[src/rtl/seg7_pkg.sv]
// Shared types, constants and the hex to 7-segment table for the display feeder.
package seg7_pkg;

  localparam int NDIG_DEF = 4;

  // Segment pattern for a blanked digit (segments a..g all off)
  localparam logic [6:0] SEG_BLANK = 7'h00;

  typedef enum logic {
    S_BLANK = 1'b0,
    S_RUN   = 1'b1
  } state_t;

  // Active-high {g,f,e,d,c,b,a} pattern for one hex nibble
  function automatic logic [6:0] hex_to_seg(input logic [3:0] nib);
    logic [6:0] seg;
    case (nib)
      4'h0:    seg = 7'h3F;
      4'h1:    seg = 7'h06;
      4'h2:    seg = 7'h5B;
      4'h3:    seg = 7'h4F;
      4'h4:    seg = 7'h66;
      4'h5:    seg = 7'h6D;
      4'h6:    seg = 7'h7D;
      4'h7:    seg = 7'h07;
      4'h8:    seg = 7'h7F;
      4'h9:    seg = 7'h6F;
      4'hA:    seg = 7'h77;
      4'hB:    seg = 7'h7C;
      4'hC:    seg = 7'h39;
      4'hD:    seg = 7'h5E;
      4'hE:    seg = 7'h79;
      4'hF:    seg = 7'h71;
      default: seg = SEG_BLANK;
    endcase
    return seg;
  endfunction

endpackage

[src/rtl/seg7_frame_feeder_decode.sv]
// Combinational digit decoder: nibble + blank flag + decimal point -> segment byte.
module seg7_decode
  import seg7_pkg::*;
(
  input  logic [3:0] i_nib,
  input  logic       i_blank,
  input  logic       i_dp,
  output logic [7:0] o_segs
);

  // The decimal point is carried through even when the digit itself is blanked
  assign o_segs = {i_dp, (i_blank ? SEG_BLANK : hex_to_seg(i_nib))};

endmodule

[src/rtl/seg7_frame_feeder.sv]
// Display feeder: double-buffered hex value, one digit handed to the shifter per request.
module seg7_frame_feeder
  import seg7_pkg::*;
#(
  parameter int NDIG     = NDIG_DEF,
  parameter bit BLANK_LZ = 1'b1
)(
  input  logic              SYSCLK,
  input  logic              RST,
  input  logic [4*NDIG-1:0] VALUE,
  input  logic [NDIG-1:0]   DPIN,
  input  logic              LOAD,
  output logic              PENDING,
  output logic              OVR,
  input  logic              NEXT,
  output logic [7:0]        SEGS,
  output logic [NDIG-1:0]   DIGSEL,
  output logic              SVALID,
  output logic              FRAME
);

  localparam int IW = (NDIG > 1) ? $clog2(NDIG) : 1;
  localparam logic [IW-1:0] IDX_LAST = IW'(NDIG - 1);

  state_t            r_state;
  state_t            w_state_nxt;
  logic [IW-1:0]     r_idx;
  logic [IW-1:0]     w_idx_nxt;
  logic [4*NDIG-1:0] r_stg_val;
  logic [NDIG-1:0]   r_stg_dp;
  logic [4*NDIG-1:0] r_act_val;
  logic [NDIG-1:0]   r_act_dp;
  logic [4*NDIG-1:0] w_show_val;
  logic [NDIG-1:0]   w_show_dp;
  logic              r_pending;
  logic              r_ovr;
  logic [7:0]        r_segs;
  logic [NDIG-1:0]   r_digsel;
  logic              r_svalid;
  logic              r_frame;
  logic              w_accept;
  logic              w_wrap;
  logic              w_swap;
  logic [3:0]        w_nib;
  logic              w_dp;
  logic              w_nz;
  logic              w_blank;
  logic [7:0]        w_segs_dec;
  logic [7:0]        w_segs_out;

  // State register: leaves S_BLANK at the first swap
  always_ff @(posedge SYSCLK) begin
    if (RST) begin
      r_state <= S_BLANK;
    end else begin
      r_state <= w_state_nxt;
    end
  end

  // Next state, digit advance, swap decision and the digit about to be presented
  always_comb begin
    w_state_nxt = r_state;
    w_accept    = NEXT & ~r_svalid;
    w_idx_nxt   = r_idx;
    w_wrap      = 1'b0;
    w_swap      = 1'b0;
    w_nib       = 4'h0;
    w_dp        = 1'b0;
    w_nz        = 1'b0;
    if (w_accept) begin
      w_wrap    = (r_idx == IDX_LAST);
      w_idx_nxt = w_wrap ? '0 : (r_idx + IW'(1));
      w_swap    = w_wrap & r_pending;
    end else begin
      w_wrap    = 1'b0;
    end
    if (w_swap) begin
      w_state_nxt = S_RUN;
      w_show_val  = r_stg_val;
      w_show_dp   = r_stg_dp;
    end else begin
      w_show_val  = r_act_val;
      w_show_dp   = r_act_dp;
    end
    // Digit i lives in the nibble counted from the MS end; w_nz tracks digits 0..idx
    for (int i = 0; i < NDIG; i++) begin
      if (IW'(i) == w_idx_nxt) begin
        w_nib = w_show_val[4*(NDIG-1-i) +: 4];
        w_dp  = w_show_dp[i];
      end else begin
        w_nib = w_nib;
      end
      if ((i <= int'(w_idx_nxt)) && (w_show_val[4*(NDIG-1-i) +: 4] != 4'h0)) begin
        w_nz = 1'b1;
      end else begin
        w_nz = w_nz;
      end
    end
    w_blank = BLANK_LZ && !w_nz && (w_idx_nxt != IDX_LAST);
    if (w_state_nxt == S_RUN) begin
      w_segs_out = w_segs_dec;
    end else begin
      w_segs_out = 8'h00;
    end
  end

  seg7_decode u_decode (
    .i_nib   (w_nib),
    .i_blank (w_blank),
    .i_dp    (w_dp),
    .o_segs  (w_segs_dec)
  );

  // Buffers, handshake flags and registered shifter outputs
  always_ff @(posedge SYSCLK) begin
    if (RST) begin
      r_idx     <= IDX_LAST;
      r_stg_val <= '0;
      r_stg_dp  <= '0;
      r_act_val <= '0;
      r_act_dp  <= '0;
      r_pending <= 1'b0;
      r_ovr     <= 1'b0;
      r_segs    <= 8'h00;
      r_digsel  <= '0;
      r_svalid  <= 1'b0;
      r_frame   <= 1'b0;
    end else begin
      r_svalid <= w_accept;
      r_frame  <= w_accept & w_wrap;
      if (w_accept) begin
        r_idx    <= w_idx_nxt;
        r_segs   <= w_segs_out;
        r_digsel <= NDIG'(1) << w_idx_nxt;
      end
      if (w_swap) begin
        r_act_val <= r_stg_val;
        r_act_dp  <= r_stg_dp;
      end
      // A LOAD on the swap edge refills staging without counting as an overrun
      if (LOAD) begin
        r_stg_val <= VALUE;
        r_stg_dp  <= DPIN;
        r_pending <= 1'b1;
        if (r_pending && !w_swap) begin
          r_ovr <= 1'b1;
        end
      end else if (w_swap) begin
        r_pending <= 1'b0;
      end
    end
  end

  assign PENDING = r_pending;
  assign OVR     = r_ovr;
  assign SEGS    = r_segs;
  assign DIGSEL  = r_digsel;
  assign SVALID  = r_svalid;
  assign FRAME   = r_frame;

endmodule
[config.mk]
export PLATFORM = sky130hd
export DESIGN_NAME = seg7_frame_feeder
export DESIGN_NICKNAME = d
export VERILOG_FILES = /design/src/rtl/seg7_pkg.sv /design/src/rtl/seg7_frame_feeder_decode.sv /design/src/rtl/seg7_frame_feeder.sv
export SDC_FILE = /design/constraint.sdc
export NUM_CORES = 1
export LEC_CHECK = 0
export ABC_AREA = 1
export BUFFER_PORTS_ARGS = -buffer_cell sky130_fd_sc_hd__clkbuf_2
export CAP_MARGIN = 20
export CORE_MARGIN = 2
export CORE_UTILIZATION = 41
export DETAILED_ROUTE_END_ITERATION = 8
export SLEW_MARGIN = 20
export SYNTH_ARGS = -nofsm -noshare
export SYNTH_HDL_FRONTEND = slang
export SYNTH_SLANG_ARGS = --single-unit
[constraint.sdc]
create_clock -name SYSCLK -period 6 [get_ports SYSCLK]
set_input_delay 0.6 -clock SYSCLK [delete_from_list [all_inputs] [get_ports SYSCLK]]
set_output_delay 0.6 -clock SYSCLK [all_outputs]
set_load 0.02 [all_outputs]
==> results.md <==
- # diodes: 0
- Worst setup margin: 3.490 ns
- Final instance area: 0.003186 mm²
- Register area: 0.001181 mm²
- Crit-path max FO: 25
- TritonCTS Sinks: 59
- Post-cts sizing count: 0
- Worst Path Required: 6.19 ns
- Initial core utilization: 0.4292
- Setup Skew: 0.007118 ns
- Core area: 0.006422 mm²
- R2R cell count: 14
- Remaining DRCs: 0
- Placed cells: 482
- Number of global-route vias before repair: 2329
- Max-Cap Viols: 0
- Final Max Slew Viols: 0
- Min cycle time layout: 2.510 ns
- Die Y: 86.00 µm
- Switch Pwr: 0.2552 mW
- Worst min-delay path class: reg -> reg
- Port-buffer cells: 39
- DRT Pass-1 Iters: 5
- Comb pwr share: 0.155
- # IOs: 40
- Setup repair after global routing missed its margin: false
- Met3 routed WL: 239 µm
- Vias per cell: 4.932
- Initial antenna violation count: 0
- Largest net degree at the start of global routing: 35
- Hold Vio Cnt, Final: 0
- Max H-tree Level: 3
- Nets: 445
- CTS Hold Bufs: 0
- Total GRT Usage: 0.1766
- Seq cells post-synth: 59
- Post-CTS Repair Setup Buffers: 0
- GP Congestion: 0.8913
- Peak supply drop: 0.0001832 V
- Share of cells above drive strength 1: 0.2095
- M1 WL: 2.919 mm
- Routed wl met2: 2.588 mm
- Via count: 2451
- Clk buf depth: 2
- WHS Path Cells: 2
- Switching Share: 0.2677
- Filler cell count: 677
- Synth top area share: 0.4285
- GRT overflow: 0
- Main area contributors after synthesis: dfxtp_1, nand2_1, nor2_1
- Final ANT Viol Nets: 0
- Internal: 0.6981 mW
- Num rows: 29
- Status: finished clean
- Placed Area: 0.002973 mm²
- PnR Total Power: 0.9533 mW
- Setup_tns: 0 ns
- CP Class: reg -> reg
- Clk pwr share: 0.399
- Arrival time of the worst setup path: 2.70 ns
- Gate Count Post-Synth: 380
- Cell area after synthesis: 0.002756 mm²
- WL per Instance: 11.80 µm
- Sequential fraction of the synthesis area: 0.4285
- Setup violators final: 0
- Clock-pin slew on the worst setup and hold paths: 0.06 ns
- Pre-CTS setup slack: 3.356 ns
- Tcrit/Tclk final: 0.4183
- Synth warn: 0
- DRT Wirelength: 5.863 mm
- Global-route wire length before repair: 10.34 mm
- Clk Latency, worst-skew pair: 0.34 ns
- Number of DRC markers in iteration 0: 85
- Finished Layout Cells: 497
- Die footprint: 0.007395 mm²
- Die Wd: 86.00 µm
- Top routing layer in use: met4
- HPWL after detailed placement: 4.321 mm
- CTS tree: yes
- Synth Net Count: 409
- Fmax: 398.4 MHz
- WHS: 0.4643 ns
- Worst Tran Pin Value: 0.6802 ns
- P_leak: 1.536 nW
- Count of different cell masters after synthesis: 29
- Multi-input logic area: 0.001403 mm²
- Avg Cell Area, Syn: 7.254 µm²
- Synth area leader: dfxtp_1
- Endpoint class of the critical path: flop
- Crit path launch type: flop
- PwrDens: 299.3 mW/mm²
- Relative slew slack: 0.5465
- Sequential Power Share: 0.446
- CTS buffer count: 9
- Fin util: 0.4960
- Area growth syn-to-layout: 15.57%
- Clk root buf: clkbuf_8
-- cells by family (layout without fill, tap and decap cells) --
group	after synthesis	after routing	synth area share
adders and majority gates	5	5	0.02270
DFF	59	59	0.4285
AOI/OAI and AO/OA	58	58	0.1135
and+or+nand+nor	215	215	0.3618
buffers and inverters	40	80	0.06264
muxes	3	3	0.01089
-- power by group through the flow --
stage	registers, mW	clock network [mW]	logic, mW
2_1_floorplan	0.439	0	0.105
3_3_place_gp	0.433	0	0.148
3_5_place_dp	0.433	0	0.148
4_1_cts	0.425	0.394	0.149
5_1_grt	0.427	0.413	0.170
6_report	0.425	0.380	0.148
-- layer usage --
layer | vias to the layer above | GRT usage
met2 | 50 | 0.2784
met4 | 0 | 0.07937
met1 | 1112 | 0.2304
met5 | - | 0
li1 | 1279 | -
met3 | 10 | 0.03946
-- cell usage after synthesis --
cell and count:
nand2_1 94, buf_1 1, o21bai_1 1, or2_1 1
inv_2 4, nand4_1 1, o21a_1 1, nor2_1 71
dfxtp_1 59, mux2i_1 3, o21ai_0 26, ha_1 5
nand4_2 2, a21oi_1 22, nand2_4 2, nor3_1 2
o22ai_2 1, buf_6 3, nor2_2 7, o21ai_2 2
clkbuf_1 10, o211ai_1 1, nor2_8 3, o21ai_1 4
nand3_1 18, nand3_4 1, nand2_2 12, inv_1 22
nand4_4 1
-- layout make-up --
cell class / count / share of cell area
Inverter: 26 / 0.03064
Multi-Input combinational cell: 281 / 0.4403
Timing Repair Buffer: 39 / 0.06127
Clock buffer: 14 / 0.05734
Clock inverter: 1 / 0.009427
Tap cell: 77 / 0.03024
Sequential cell: 59 / 0.3708
-- sequential cells by signal, indices dropped and copies added (netlist names) --
name and flops:
DIGSEL 4, r_idx 2, r_act_val 16, r_stg_dp 4, SEGS 8, r_state 1, PENDING 1, r_act_dp 4
r_stg_val 16, FRAME 1, SVALID 1, OVR 1
-- cells in the final DEF, fill, tap and decap left out, types with 3 or more instances in the layout --
cell / synthesis / routed
nand2_2: 12 / 12
nor2_2: 7 / 7
o21ai_1: 4 / 4
nand2_1: 94 / 94
inv_2: 4 / 4
nor2_8: 3 / 3
ha_1: 5 / 5
clkbuf_2: 0 / 39
mux2i_1: 3 / 3
nand3_1: 18 / 18
inv_1: 22 / 22
nor2_1: 71 / 71
dfxtp_1: 59 / 59
o21ai_0: 26 / 26
clkbuf_8: 0 / 13
a21oi_1: 22 / 22
-- worst max-delay path, stage by stage, from the launching register on --
cell     delay, ns
dfxtp_1       0.37
ha_1          0.22
nand2_2       0.11
inv_1         0.13
nand2_4       0.20
nand2_1       0.14
nand2_1       0.08
nand2_1       0.11
nand3_1       0.10
nor2_2        0.22
ha_1          0.29
o21ai_0       0.17
nand2_1       0.07
nand3_1       0.08
a21oi_1       0.06
-- path summary, 6_finish.rpt --
kind	start	endpoint	slack [ns]
worst max-delay path	r_idx[0]	SEGS[3]	3.49
worst min-delay path	SEGS[4]	SEGS[4]	0.46
worst max register to register	r_idx[0]	SEGS[3]	3.49
worst min register to register	SEGS[4]	SEGS[4]	0.46
(Power assumes the default switching activity.)
